==> src/rtl/jmp_pkg.sv <==
// Shared definitions for the jrb8 sequential jump unit: condition codes,
// operation modes, FSM states and the flag-condition evaluator.
package jmp_pkg;

  localparam logic [3:0] CC_ALWAYS = 4'd0;
  localparam logic [3:0] CC_EQ     = 4'd1;
  localparam logic [3:0] CC_NE     = 4'd2;
  localparam logic [3:0] CC_LTU    = 4'd3;
  localparam logic [3:0] CC_GEU    = 4'd4;
  localparam logic [3:0] CC_LT     = 4'd5;
  localparam logic [3:0] CC_GE     = 4'd6;
  localparam logic [3:0] CC_LE     = 4'd7;
  localparam logic [3:0] CC_GT     = 4'd8;
  localparam logic [3:0] CC_NEG    = 4'd9;
  localparam logic [3:0] CC_OVF    = 4'd10;

  typedef enum logic [1:0] {
    MODE_ABS  = 2'd0,
    MODE_REL  = 2'd1,
    MODE_CALL = 2'd2,
    MODE_RET  = 2'd3
  } mode_t;

  typedef enum logic [1:0] {
    ST_IDLE  = 2'd0,
    ST_FETCH = 2'd1,
    ST_EXEC  = 2'd2
  } state_t;

  // Codes 11-15 fall through to "never".
  function automatic logic cond_eval(input logic [3:0] cc, input logic z, input logic o,
                                     input logic c, input logic s);
    logic lt;
    lt = s ^ o;
    case (cc)
      CC_ALWAYS: cond_eval = 1'b1;
      CC_EQ:     cond_eval = z;
      CC_NE:     cond_eval = !z;
      CC_LTU:    cond_eval = c;
      CC_GEU:    cond_eval = !c;
      CC_LT:     cond_eval = lt;
      CC_GE:     cond_eval = !lt;
      CC_LE:     cond_eval = lt | z;
      CC_GT:     cond_eval = !(lt | z);
      CC_NEG:    cond_eval = s;
      CC_OVF:    cond_eval = o;
      default:   cond_eval = 1'b0;
    endcase
  endfunction

endpackage

==> src/rtl/jmp_stack.sv <==
// Small LIFO holding call return addresses; push and pop are never requested together.
module jmp_stack #(
  parameter int W     = 16,
  parameter int DEPTH = 4
) (
  input  logic         clk,
  input  logic         rst,
  input  logic         push,
  input  logic         pop,
  input  logic [W-1:0] din,
  output logic         full,
  output logic         empty,
  output logic [W-1:0] top
);

  localparam int CW = $clog2(DEPTH + 1);
  localparam int IW = (DEPTH > 1) ? $clog2(DEPTH) : 1;

  logic [W-1:0]  mem_q [DEPTH];
  logic [CW-1:0] cnt_q, cnt_d;
  logic [IW-1:0] wr_idx, rd_idx;

  always_comb begin
    wr_idx = IW'(cnt_q);
    rd_idx = IW'(cnt_q - CW'(1));
    full   = (cnt_q == CW'(DEPTH));
    empty  = (cnt_q == '0);
    top    = mem_q[rd_idx];
    cnt_d  = cnt_q;
    if (push && !full)       cnt_d = cnt_q + CW'(1);
    else if (pop && !empty)  cnt_d = cnt_q - CW'(1);
  end

  always_ff @(posedge clk or posedge rst) begin
    if (rst) cnt_q <= '0;
    else     cnt_q <= cnt_d;
  end

  // Entry storage needs no reset: the count alone defines what is valid.
  always_ff @(posedge clk) begin
    if (push && !full) mem_q[wr_idx] <= din;
  end

endmodule

==> src/rtl/jmp_seq.sv <==
// Sequential jump/branch unit: fetches multi-byte targets from the bus, evaluates
// flag conditions, handles PC-relative branches and call/return via jmp_stack.
module jmp_seq
  import jmp_pkg::*;
#(
  parameter int DATA_W      = 8,
  parameter int ADDR_W      = 16,
  parameter int STACK_DEPTH = 4
) (
  input  logic              clk,
  input  logic              reset,
  input  logic              start,
  input  logic [7:0]        jmpins,
  input  logic [DATA_W-1:0] databus,
  input  logic              bus_valid,
  input  logic [ADDR_W-1:0] pcin,
  input  logic              zin,
  input  logic              oin,
  input  logic              cin,
  input  logic              sin,
  output logic              pcoe,
  output logic [ADDR_W-1:0] pcout,
  output logic              busy,
  output logic              stk_err,
  output logic [1:0]        state_dbg
);

  localparam int NB = (ADDR_W + DATA_W - 1) / DATA_W;
  localparam int TW = NB * DATA_W;
  localparam int CW = $clog2(NB + 1);

  state_t              state_q, state_d;
  mode_t               mode_q, mode_d;
  logic                taken_q, taken_d;
  logic [ADDR_W-1:0]   pcin_q, pcin_d;
  logic [TW-1:0]       tgt_q, tgt_d;
  logic [CW-1:0]       cnt_q, cnt_d, need;
  logic [ADDR_W-1:0]   pcout_q, pcout_d;
  logic                pcoe_q, pcoe_d;
  logic                stk_err_q, stk_err_d;
  logic                push, pop, full, empty;
  logic [ADDR_W-1:0]   stk_top, abs_tgt, rel_tgt;
  logic signed [ADDR_W-1:0] rel_off;

  jmp_stack #(.W(ADDR_W), .DEPTH(STACK_DEPTH)) u_stack (
    .clk   (clk),
    .rst   (reset),
    .push  (push),
    .pop   (pop),
    .din   (pcin_q),
    .full  (full),
    .empty (empty),
    .top   (stk_top)
  );

  always_comb begin
    need    = (mode_q == MODE_REL) ? CW'(1) : CW'(NB);
    abs_tgt = tgt_q[ADDR_W-1:0];
    rel_off = ADDR_W'($signed(tgt_q[DATA_W-1:0]));
    rel_tgt = pcin_q + rel_off;

    state_d   = state_q;
    mode_d    = mode_q;
    taken_d   = taken_q;
    pcin_d    = pcin_q;
    tgt_d     = tgt_q;
    cnt_d     = cnt_q;
    pcout_d   = pcout_q;
    pcoe_d    = 1'b0;
    stk_err_d = stk_err_q;
    push      = 1'b0;
    pop       = 1'b0;

    case (state_q)
      ST_IDLE: begin
        if (start) begin
          mode_d  = mode_t'(jmpins[5:4]);
          taken_d = (jmpins[7:6] == 2'b00) && cond_eval(jmpins[3:0], zin, oin, cin, sin);
          pcin_d  = pcin;
          tgt_d   = '0;
          cnt_d   = '0;
          state_d = (jmpins[5:4] == MODE_RET) ? ST_EXEC : ST_FETCH;
        end
      end
      ST_FETCH: begin
        // Bytes arrive LSB first; a stalled bus just holds this state.
        if (bus_valid) begin
          tgt_d[int'(cnt_q) * DATA_W +: DATA_W] = databus;
          cnt_d = cnt_q + CW'(1);
          if (cnt_d == need) state_d = ST_EXEC;
        end
      end
      ST_EXEC: begin
        state_d = ST_IDLE;
        if (taken_q) begin
          case (mode_q)
            MODE_RET: begin
              if (empty) begin
                stk_err_d = 1'b1;
              end else begin
                pop     = 1'b1;
                pcout_d = stk_top;
                pcoe_d  = 1'b1;
              end
            end
            MODE_CALL: begin
              // A full stack loses the return address but the jump still happens.
              if (full) stk_err_d = 1'b1;
              else      push      = 1'b1;
              pcout_d = abs_tgt;
              pcoe_d  = 1'b1;
            end
            MODE_REL: begin
              pcout_d = rel_tgt;
              pcoe_d  = 1'b1;
            end
            default: begin
              pcout_d = abs_tgt;
              pcoe_d  = 1'b1;
            end
          endcase
        end
      end
      default: state_d = ST_IDLE;
    endcase
  end

  always_ff @(posedge clk or posedge reset) begin
    if (reset) begin
      state_q   <= ST_IDLE;
      mode_q    <= MODE_ABS;
      taken_q   <= 1'b0;
      pcin_q    <= '0;
      tgt_q     <= '0;
      cnt_q     <= '0;
      pcout_q   <= '0;
      pcoe_q    <= 1'b0;
      stk_err_q <= 1'b0;
    end else begin
      state_q   <= state_d;
      mode_q    <= mode_d;
      taken_q   <= taken_d;
      pcin_q    <= pcin_d;
      tgt_q     <= tgt_d;
      cnt_q     <= cnt_d;
      pcout_q   <= pcout_d;
      pcoe_q    <= pcoe_d;
      stk_err_q <= stk_err_d;
    end
  end

  assign pcout     = pcout_q;
  assign pcoe      = pcoe_q;
  assign stk_err   = stk_err_q;
  assign busy      = (state_q != ST_IDLE);
  assign state_dbg = state_q;

endmodule
==> config.mk <==
export PLATFORM = sky130hd
export DESIGN_NAME = jmp_seq
export DESIGN_NICKNAME = d
export VERILOG_FILES = /design/src/rtl/jmp_pkg.sv /design/src/rtl/jmp_stack.sv /design/src/rtl/jmp_seq.sv
export SDC_FILE = /design/constraint.sdc
export NUM_CORES = 1
export LEC_CHECK = 0
export CORE_MARGIN = 2
export CORE_UTILIZATION = 50
export CTS_BUF_LIST = sky130_fd_sc_hd__clkbuf_4
export CTS_CLUSTER_DIAMETER = 150
export DETAILED_ROUTE_END_ITERATION = 7
export PLACE_DENSITY = 0.74
export SLEW_MARGIN = 20
export SYNTH_ARGS = -nofsm -noshare
export SYNTH_HDL_FRONTEND = slang
export SYNTH_SLANG_ARGS = --single-unit
==> constraint.sdc <==
create_clock -name clk -period 3.6 [get_ports clk]
set_input_delay 0.54 -clock clk [delete_from_list [all_inputs] [get_ports clk]]
set_output_delay 0.54 -clock clk [all_outputs]
set_load 0.02 [all_outputs]
==> impl_metrics.py <==
metrics = {
    "critical_path": {
        "crit_type": "reg -> out",
        "cp-end-kind": "output port",
        "cp-start-kind": "register",
        "arrival_ns": 1.99,
        "regToRegSetupSlack_ns": 1.07,
        "cp.required_ns": 3.06,
        "worst-path-max-fanout": 14,
    },
    "detailed_routing": {
        "drc": 0,
        "wl_per_cell_microns": 19.2,
        "avgViaCountPerCell": 5.92,
        "initialDrtViolationCount": 332,
        "drtAntennaViolNets": 0,
        "routed_wl_mm": 14.2,
        "num_vias": 4379,
        "drtPass1Iterations": 5,
    },
    "cts": {
        "clkTransAtPathRegs_ns": 0.13,
        "clockRootBuffer": "clkbuf_4",
        "h-tree-depth": 4,
        "cts_made_buffers": 17,
        "cts.sinks": 124,
        "cts_tree": "built",
        "clk_latency_ns": 0.55,
        "cts_resized": 0,
        "clockBufferDepth": 2,
        "post_cts_buffers": 0,
        "ctsHoldBuffers": 0,
    },
    "global_route": {
        "first_global_vias": 4382,
        "overflow": 0,
        "grt_pass1_wl_mm": 23.0,
        "grt_max_degree": 29,
        "grt.total_usage_pct": 23.4,
        "antenna_found_initial": 1,
    },
    "logic_synthesis": {
        "yosys.area_share.adder_pct": 5.02,
        "yosys.area_share.simple_pct": 10.9,
        "ys_seq_elements": 124,
        "synth_compound_area_share_pct": 13.6,
        "synth_xor_area_share_pct": 1.43,
        "ys_seq_area_share_pct": 55.8,
        "syn_inst": 512,
        "post_synth.cell_area_avg_sq_um": 12.0,
        "yosysUniqueCellTypes": 65,
        "synth_edf_count": 64,
        "async_flop_share_pct": 48.4,
        "synth_fp_nets": 576,
        "synth_area_sq_um": 6140,
        "synth_top_family_by_area": "compound AO/OA/AOI/OAI gates",
        "synth-main-ff-cell": "edfxtp_1",
        "synthMuxAreaShare_pct": 9.83,
        "synth_warnings": 0,
    },
    "cells_and_area": {
        "final_nets": 643,
        "area_growth_pct": 17.3,
        "finish.utilization_pct": 59.9,
        "drive_gt1_share_pct": 14.4,
    },
    "power_and_ir_drop": {
        "power_frac_comb_pct": 44.2,
        "p_int_w": 0.00352,
        "p_switching_w": 0.00242,
        "swShare_pct": 40.7,
        "p_clk_share_pct": 17.8,
        "p_leak_nw": 2.77,
        "vdd_ir_drop_max_mv": 0.387,
        "power_density_nw_per_um2": 826,
        "seq_power_share_pct": 38.0,
    },
    "timing": {
        "setup_ws_ns": 1.07,
        "fin_hold_ws_ns": 0.328,
        "finalClockSkew_ns": 0.0229,
        "fmax_mhz": 394,
        "finalSetupViolations": 0,
        "fin_setup_tns_ns": 0,
        "worstMarginPinSlew_ns": 0.953,
        "slew_headroom_pct": 36.5,
        "rsz0062_at_grt": "no",
        "min_period_ns": 2.53,
        "drv_slew": 0,
        "period_share_pct": 70.4,
        "hold_viol": 0,
    },
    "hold_path": {
        "hold_class": "in -> async",
    },
    "floorplanning": {
        "die_h_microns": 115,
        "rows": 40,
        "die_area_sq_um": 13200,
        "core-area_sq_um": 12000,
        "pin_count": 61,
        "start_util_pct": 51.1,
        "die_w_microns": 115,
    },
    "placement": {
        "place_ws_ns": 1.09,
        "portBuffers": 60,
        "gp_congestion": 0.931,
        "dpl.hpwl_mm": 10.2,
    },
    "run_status": {
        "status": "finished, final reports clean",
    },
    "run": {
        "cap_violations": 0,
    },
}
-- state kept, by name, indices dropped and copies added, names as in the netlist --
| signal | cells |
|---|---|
| abs_tgt | 16 |
| taken_q | 1 |
| mode_q | 2 |
| u_stack.mem_q | 64 |
| pcoe | 1 |
| u_stack.cnt_q | 3 |
| stk_err | 1 |
| state_dbg | 2 |
| cnt_q | 2 |
| pcout | 16 |
| pcin_q | 16 |
-- critical path: stages, from the launching register on --
cell,delay (ns)
dfrtp_1,0.56
or2_2,0.36
clkdlybuf4s50_1,0.54
-- cells in the mapped netlist (4+ instances only) --
library cell	n	area (sq um)
edfxtp_1	64	1920
dfrtp_1	60	1500
nand2_1	52	195
o21ai_0	49	245
inv_1	26	97.6
a21oi_1	24	120
ha_1	23	288
nor2_1	22	82.6
nand3_1	21	105
mux2_2	16	180
nor3_1	13	65.1
clkbuf_1	10	37.5
mux4_2	10	225
a31oi_1	9	56.3
o211ai_1	8	60.1
buf_2	6	30.0
mux4_1	6	158
nand2b_1	6	37.5
a21o_1	5	37.5
and2_1	5	31.3
xnor2_1	5	43.8
xor2_1	5	43.8
a211oi_1	4	30.0
mux2i_1	4	40.0
nor4_1	4	25.0
o21bai_1	4	30.0
-- per-layer routing --
layer | routed length [microns] | global-route usage [%]
met1 | 6380 | 32.5
met2 | 6560 | 36.0
met3 | 904 | 5.96
met4 | 333 | 9.00
met5 | 0 | 0
-- worst paths after layout --
| check | to | from | cells past startpoint |
|---|---|---|---|
| max in group asynchronous | pcout[0]$_DFFE_PP0P_ | reset | 3 |
| setup reg to reg | pcout[14]$_DFFE_PP0P_ | mode_q[0]$_DFFE_PP0P_ | 6 |
| hold reg to reg | stk_err$_DFFE_PP0P_ | stk_err$_DFFE_PP0P_ | 2 |
| hold / removal | pcout[13]$_DFFE_PP0P_ | reset | 2 |
| setup / recovery | busy | state_dbg[1]$_DFFE_PP0P_ | 2 |
| min in group clk | stk_err$_DFFE_PP0P_ | stk_err$_DFFE_PP0P_ | 2 |
-- power groups by stage --
stage | clock network, W | logic (W) | registers, W
final | 0.00106 | 0.00263 | 0.00226
after global routing | 0.00114 | 0.00289 | 0.00232
after CTS | 0.00108 | 0.00262 | 0.00226
after detailed placement | 0 | 0.00260 | 0.00229
after global placement | 0 | 0.00257 | 0.00228
after floorplan | 0 | 0.00191 | 0.00219
-- cell usage in the layout, fill, tap and decap left out, types with 6 or more instances in the layout --
master / netlist / routed
mux2_2: 16 / 16
nor2_1: 22 / 21
a21oi_1: 24 / 24
mux4_1: 6 / 6
ha_1: 23 / 23
mux4_2: 10 / 10
buf_4: 2 / 10
clkdlybuf4s50_1: 0 / 60
nand2_1: 52 / 52
clkbuf_4: 0 / 19
nand3_1: 21 / 21
o21ai_0: 49 / 49
dfrtp_1: 60 / 60
inv_1: 26 / 25
edfxtp_1: 64 / 64
a31oi_1: 9 / 9
nand2b_1: 6 / 6
o211ai_1: 8 / 8
nor3_1: 13 / 13
-- through the flow --
step           instance area [sq um]  instances  total power (W)
2_1_floorplan                   6140        512          0.00410
3_3_place_gp                    6890        707          0.00485
3_5_place_dp                    6890        707          0.00489
4_1_cts                         7200        739          0.00596
5_1_grt                         7200        740          0.00635
6_report                        7200        740          0.00595
-- cell type report --
| class | count | area (sq um) |
|---|---|---|
| fillers | 989 | 4810 |
| flip-flops and latches | 124 | 3420 |
| multi-input cells | 339 | 2500 |
| repair buffers | 70 | 676 |
| well taps | 147 | 184 |
| clock inverters | 13 | 168 |
| clock buffers | 19 | 143 |
| inverters | 27 | 101 |
| diodes | 1 | 2.50 |
-- kinds of logic after synthesis --
family,Yosys count
simple gates,138
compound gates,131
flops,124
buf+inv,49
mux,36
fa+ha+maj,24
xor+xnor,10
Note: power is estimated with default switching activity, not from simulation.
